[src/rtl/jtag_cmd_reg_if.sv]
// Request/response bus between the JTAG command register and the memory/CDC stage.
// master = command register side, slave = memory side.
interface jtag_cmd_reg_if #(
  parameter int DATA_W = 32,
  parameter int ADDR_W = 16
);
  logic              req_valid;
  logic              req_ready;
  logic              req_we;
  logic [ADDR_W-1:0] req_addr;
  logic [DATA_W-1:0] req_wdata;
  logic              rsp_valid;
  logic [DATA_W-1:0] rsp_rdata;

  modport master (
    output req_valid, req_we, req_addr, req_wdata,
    input  req_ready, rsp_valid, rsp_rdata
  );

  modport slave (
    input  req_valid, req_we, req_addr, req_wdata,
    output req_ready, rsp_valid, rsp_rdata
  );
endinterface

[src/rtl/jtag_cmd_reg.sv]
// JTAG user DR: shifts in {cmd,addr,data}, issues one outstanding read/write, captures status.
// Optional request abort after TIMEOUT cycles when JTAG_CMD_TIMEOUT_EN is defined.
module jtag_cmd_reg #(
  parameter int DATA_W  = 32,
  parameter int ADDR_W  = 16,
  parameter int TIMEOUT = 1023
) (
  input  logic clk,
  input  logic reset,
  input  logic treset,
  input  logic sel,
  input  logic capture,
  input  logic shift,
  input  logic update,
  input  logic tdi,
  output logic tdo,
  jtag_cmd_reg_if.master mem
);
  localparam int L = 2 + ADDR_W + DATA_W;

  typedef enum logic [1:0] {IDLE, REQ, WAIT_RSP} state_e;

  state_e            state_q;
  logic [L-1:0]      sr_q;
  logic              req_valid_q, req_we_q;
  logic [ADDR_W-1:0] req_addr_q;
  logic [DATA_W-1:0] req_wdata_q, rdata_q;
  logic              busy_q, rd_valid_q, overrun_q, timeout_q;
`ifdef JTAG_CMD_TIMEOUT_EN
  localparam int CNT_W = $clog2(TIMEOUT + 1);
  logic [CNT_W-1:0] cnt_q;
  logic             tmo_hit;
  assign tmo_hit = (cnt_q == CNT_W'(TIMEOUT - 1));
`endif

  logic         cap_v, shf_v, upd_v;
  logic [1:0]   cmd;
  logic [L-1:0] cap_word;

  assign cap_v = sel & capture;
  assign shf_v = sel & shift & ~capture;
  assign upd_v = sel & update & ~capture & ~shift;
  assign cmd   = sr_q[L-1 -: 2];
  assign tdo   = sr_q[0];

  always_comb begin
    cap_word             = '0;
    cap_word[DATA_W-1:0] = rdata_q;
    cap_word[DATA_W]     = busy_q;
    cap_word[DATA_W+1]   = rd_valid_q;
    cap_word[DATA_W+2]   = overrun_q;
    cap_word[DATA_W+3]   = timeout_q;
  end

  always_ff @(posedge clk or posedge reset) begin
    if (reset) begin
      state_q     <= IDLE;
      sr_q        <= '0;
      req_valid_q <= 1'b0;
      req_we_q    <= 1'b0;
      req_addr_q  <= '0;
      req_wdata_q <= '0;
      rdata_q     <= '0;
      busy_q      <= 1'b0;
      rd_valid_q  <= 1'b0;
      overrun_q   <= 1'b0;
      timeout_q   <= 1'b0;
`ifdef JTAG_CMD_TIMEOUT_EN
      cnt_q       <= '0;
`endif
    end else if (treset) begin
      state_q     <= IDLE;
      sr_q        <= '0;
      req_valid_q <= 1'b0;
      req_we_q    <= 1'b0;
      req_addr_q  <= '0;
      req_wdata_q <= '0;
      rdata_q     <= '0;
      busy_q      <= 1'b0;
      rd_valid_q  <= 1'b0;
      overrun_q   <= 1'b0;
      timeout_q   <= 1'b0;
`ifdef JTAG_CMD_TIMEOUT_EN
      cnt_q       <= '0;
`endif
    end else begin
      // TAP side; busy_q is the start-of-cycle value, so a same-cycle retire still overruns
      if (cap_v) begin
        sr_q       <= cap_word;
        rd_valid_q <= 1'b0;
      end else if (shf_v) begin
        sr_q <= {tdi, sr_q[L-1:1]};
      end else if (upd_v) begin
        case (cmd)
          2'b01, 2'b10: begin
            if (busy_q) begin
              overrun_q <= 1'b1;
            end else begin
              req_we_q    <= cmd[1];
              req_addr_q  <= sr_q[DATA_W +: ADDR_W];
              if (cmd[1]) req_wdata_q <= sr_q[DATA_W-1:0];
              req_valid_q <= 1'b1;
              busy_q      <= 1'b1;
              state_q     <= REQ;
`ifdef JTAG_CMD_TIMEOUT_EN
              cnt_q       <= '0;
`endif
            end
          end
          2'b11: begin
            overrun_q  <= 1'b0;
            rd_valid_q <= 1'b0;
            timeout_q  <= 1'b0;
          end
          default: ;
        endcase
      end

      // Request side runs regardless of sel; placed last so a response wins over capture's clear
      case (state_q)
        REQ: begin
          if (req_valid_q && mem.req_ready) begin
            req_valid_q <= 1'b0;
            if (req_we_q) begin
              busy_q  <= 1'b0;
              state_q <= IDLE;
            end else begin
              state_q <= WAIT_RSP;
            end
          end
`ifdef JTAG_CMD_TIMEOUT_EN
          else if (tmo_hit) begin
            req_valid_q <= 1'b0;
            busy_q      <= 1'b0;
            timeout_q   <= 1'b1;
            state_q     <= IDLE;
          end
          if (!tmo_hit) cnt_q <= cnt_q + 1'b1;
`endif
        end
        WAIT_RSP: begin
          if (mem.rsp_valid) begin
            rdata_q    <= mem.rsp_rdata;
            rd_valid_q <= 1'b1;
            busy_q     <= 1'b0;
            state_q    <= IDLE;
          end
`ifdef JTAG_CMD_TIMEOUT_EN
          else if (tmo_hit) begin
            busy_q    <= 1'b0;
            timeout_q <= 1'b1;
            state_q   <= IDLE;
          end
          if (!tmo_hit) cnt_q <= cnt_q + 1'b1;
`endif
        end
        default: ;
      endcase
    end
  end

  assign mem.req_valid = req_valid_q;
  assign mem.req_we    = req_we_q;
  assign mem.req_addr  = req_addr_q;
  assign mem.req_wdata = req_wdata_q;
endmodule

[src/flat_wrapper.sv]
// flat-port wrapper written by rule: the top's interface ports become plain ports
module jtag_cmd_reg_flat 
#(
  parameter int DATA_W  = 32,
  parameter int ADDR_W  = 16,
  parameter int TIMEOUT = 1023
)
  (clk, reset, treset, sel, capture, shift, update, tdi, tdo, mem_req_valid, mem_req_we, mem_req_addr, mem_req_wdata, mem_req_ready, mem_rsp_valid, mem_rsp_rdata);
  jtag_cmd_reg_if #(.DATA_W(DATA_W), .ADDR_W(ADDR_W)) mem_i ();
  input  logic clk;
  input  logic reset;
  input  logic treset;
  input  logic sel;
  input  logic capture;
  input  logic shift;
  input  logic update;
  input  logic tdi;
  output logic tdo;
  output wire logic [$bits(mem_i.req_valid)-1:0] mem_req_valid;
  output wire logic [$bits(mem_i.req_we)-1:0] mem_req_we;
  output wire logic [$bits(mem_i.req_addr)-1:0] mem_req_addr;
  output wire logic [$bits(mem_i.req_wdata)-1:0] mem_req_wdata;
  input wire logic [$bits(mem_i.req_ready)-1:0] mem_req_ready;
  input wire logic [$bits(mem_i.rsp_valid)-1:0] mem_rsp_valid;
  input wire logic [$bits(mem_i.rsp_rdata)-1:0] mem_rsp_rdata;
  assign mem_req_valid = mem_i.req_valid;
  assign mem_req_we = mem_i.req_we;
  assign mem_req_addr = mem_i.req_addr;
  assign mem_req_wdata = mem_i.req_wdata;
  assign mem_i.req_ready = mem_req_ready;
  assign mem_i.rsp_valid = mem_rsp_valid;
  assign mem_i.rsp_rdata = mem_rsp_rdata;
  jtag_cmd_reg #(.DATA_W(DATA_W), .ADDR_W(ADDR_W), .TIMEOUT(TIMEOUT)) u_core (.clk(clk), .reset(reset), .treset(treset), .sel(sel), .capture(capture), .shift(shift), .update(update), .tdi(tdi), .tdo(tdo), .mem(mem_i));
endmodule
[config.mk]
export PLATFORM = sky130hd
export DESIGN_NAME = jtag_cmd_reg_flat
export DESIGN_NICKNAME = d
export VERILOG_FILES = /design/src/rtl/jtag_cmd_reg_if.sv /design/src/rtl/jtag_cmd_reg.sv /design/src/flat_wrapper.sv
export SDC_FILE = /design/constraint.sdc
export NUM_CORES = 1
export LEC_CHECK = 0
export CORE_UTILIZATION = 26
export CTS_CLUSTER_DIAMETER = 60
export DETAILED_ROUTE_END_ITERATION = 8
export GPL_TIMING_DRIVEN = 0
export REMOVE_ABC_BUFFERS = 1
export SLEW_MARGIN = 20
export SYNTH_ARGS = -nofsm -noshare
export SYNTH_HDL_FRONTEND = slang
export SYNTH_SLANG_ARGS = --single-unit
export TNS_END_PERCENT = 100
[constraint.sdc]
create_clock -name clk -period 4.94 [get_ports clk]
set_input_delay 0.988 -clock clk [delete_from_list [all_inputs] [get_ports clk]]
set_output_delay 0.988 -clock clk [all_outputs]
set_load 0.005 [all_outputs]
==> out/metrics.yaml <==
yosysWarnings: 0
crit_path_top_delay_cell: "clkinv_2"
layout-area-overhead-vs-synth_pct: 30.21
met3_wirelength_um: 614
nets: 678
path_buf_inv: 3
wl_met2_um: 7774
worstMarginPinSlew_ns: 0.9337
crit_arrival_ns: 3.54
post_cts_resized: 0
worst_slack_ns: 1.697
relSlewSlack_pct: 37.48
grt_max_degree: 80
yosys.area.top_type: "dfrtp_1"
vias_per_cell: 4.976
avgSynthCellArea_sq_um: 10.60
ir_drop_v: 0.0001669
postCtsSetupRepairBufs: 0
path_delay_family: "buffers and inverters"
ys_types: 33
p_leak_nw: 3.222
sw_frac_of_total_pct: 23.15
dpl.hpwl_um: 10200
clkPwrFrac_pct: 49.1
max_clock_freq_ghz: 0.3083
met1_length_um: 8197
finalHoldViolCount: 0
setup_viol: 0
p_int_w: 0.001916
fin_crit_sh_pct: 65.65
drt_iter0_markers: 245
grt_usage_pct: 14.69
cp-end-kind: "flip-flop"
slew_violations: 0
min_from: "u_core.rdata_q[16]$_DFFE_PP0P_"
synth_area_leaders: "dfrtp_1 (56%), a22o_1 (12%), a311oi_1 (4.9%), o21ai_0 (4.4%), nand2_1 (4.4%)"
wl_um: 16810
whs_path_depth: 1
rsz0062_at_grt: "false"
route.top_layer_used: "met4"
seq_area_sq_um: 3430
clock_path_buffers: 2
grt_pass1_wl_um: 27010
fill_cells: 2284
clock_latency_ns: 0.42
cts_tree: "done"
seq_power_share_pct: 45.1
antenna_found_initial: 0
drcViolationCount: 0
post_synth_instance_area_sq_um: 6093
p_per_area_nw_per_um2: 314.3
wl_per_cell_um: 17.53
holdBufCountCts: 0
worst-setup-path-type: "primary input to flip-flop"
ant_nets: 0
coreArea_sq_um: 22780
critPathMaxFanout: 58
synthDominantCellAreaShare_pct: 56.26
drive_gt1_share_pct: 8.050
numCtsBuffers: 17
min_period_ns: 3.243
start_kind: "primary input"
ys_seq_area_share_pct: 56.26
clk_pin_slew_ns: 0.05
gr-total-overflow: 0
maxCapViolations: 0
layout_common_cells: "dfrtp_1 (136), clkdlybuf4s50_1 (89), a22o_1 (81)"
pre_cts_ws_ns: 1.253
fp-row-count: 55
place_congestion: 0.7238
ios: 93
worstRegToRegCells: 6
cpPeakStageDelay_ns: 0.74
multiInputGateArea_sq_um: 2275
portBuffers: 92
layout.cells.non_filler: 959
die_area_sq_um: 24050
p_comb_share_pct: 5.8
fp.dieH_um: 155.1
drt_first_pass_iters: 4
p_sw_w: 0.0005773
clockRootBuffer: "clkbuf_16"
r2r_setup_slack_ns: 1.87
syn-instance-count: 575
r2r-end: "u_core.mem.req_wdata[14]$_DFFE_PP0P_"
r2r_start: "u_core.sr_q[49]$_DFFE_PP0P_"
final_util_pct: 34.83
final_common_cell: "dfrtp_1"
antenna_cells: 0
start_util_pct: 26.75
vias: 4772
hold_path.class: "flip-flop to flip-flop"
grt_pass1_vias: 4738
required_ns: 5.24
whs_endpoint: "u_core.rdata_q[16]$_DFFE_PP0P_"
clock-sinks: 137
htreeDepth: 4
status: "finished, final reports clean"
dp_cells: 927
path_cells: "buf_4, clkinv_2, and2_2, buf_16, a22o_1"
fin_skew_ns: 0.009972
ys_ff_latch: 137
die_width_um: 155.1
-- Yosys cell counts (all sizes together) --
master and n:
a31oi 1, a311oi 34, and3 1, nor2b 5, a21oi 23, nor3 2
nand4b 1, nor3b 1, nand2b 1, a31o 33, and4bb 1, clkinv 1
o31ai 1, mux2i 1, inv 37, a21boi 1, dfrtp 137, o22ai 1
nand3 18, o21ai 54, clkbuf 35, nand4bb 1, ha 3, a22o 81
nand2 71, nor2 2, buf 26, and2 1, o41ai 1
-- metal layers --
layer,global-route usage (%),vias to the layer above
met3,3.064,20
li1,-,2235
met1,20.42,2406
met5,0,-
met2,22.37,111
met4,5.516,0
-- kinds of logic after synthesis --
group	Yosys count	share of synthesized area, %
compound gates	230	28.19
buf+inv	99	7.064
flops	137	56.26
simple gates	105	7.701
mux	1	0.1643
fa+ha+maj	3	0.6161
-- power groups by stage --
| stage | registers, W | logic (W) | clock network, W |
|---|---|---|---|
| 6_report | 0.00112 | 0.000144 | 0.00122 |
| 5_1_grt | 0.00112 | 0.000158 | 0.00131 |
| 4_1_cts | 0.00112 | 0.000147 | 0.00126 |
| 3_5_place_dp | 0.00114 | 0.000147 | 0 |
| 3_3_place_gp | 0.00115 | 0.000126 | 0 |
| 2_1_floorplan | 0.00114 | 0.0000419 | 0 |
-- per-stage QoR --
stage	hold slack, ns	area [sq um]	TNS (ns)	power [W]
after global routing	0.5125	7934	0	0.002588
after global placement	0.4881	7118	-468.34	0.001272
after detailed placement	0.4920	7371	0	0.001292
final	0.5004	7934	0	0.002493
after CTS	0.5074	7934	0	0.002533
after floorplan	0.4735	5806	0	0.001187
-- worst max path at each step --
stage                      start                           to  slack [ns]  depth (start not counted)
final                     treset  u_core.sr_q[45]$_DFFE_PP0P_        1.70                          5
after global routing      treset  u_core.sr_q[48]$_DFFE_PP0P_        1.58                          5
after CTS                 treset  u_core.sr_q[35]$_DFFE_PP0P_        1.70                          5
after detailed placement  treset   u_core.sr_q[9]$_DFFE_PP0P_        1.25                          5
after global placement    treset  u_core.sr_q[48]$_DFFE_PP0P_       -2.10                          4
after floorplan            reset      u_core.busy_q$_DFF_PP0_        0.28                          1
-- cell type report --
type	count	share of cell area, %
clock buffer	26	6.292
clock inverter	6	0.8043
inverter	38	1.908
multi-input combinational	339	28.67
sequential	137	43.23
tap	313	4.936
timing repair buffer	100	14.16
-- sequential cells by signal, indices dropped and copies added (netlist names) --
name	count
u_core.rd_valid_q	1
u_core.overrun_q	1
u_core.mem.req_addr	16
u_core.rdata_q	32
u_core.mem.req_wdata	32
u_core.busy_q	1
u_core.sr_q	50
u_core.mem.req_we	1
u_core.mem.req_valid	1
u_core.state_q	2
No activity file was read; power rests on OpenSTA's default activity.
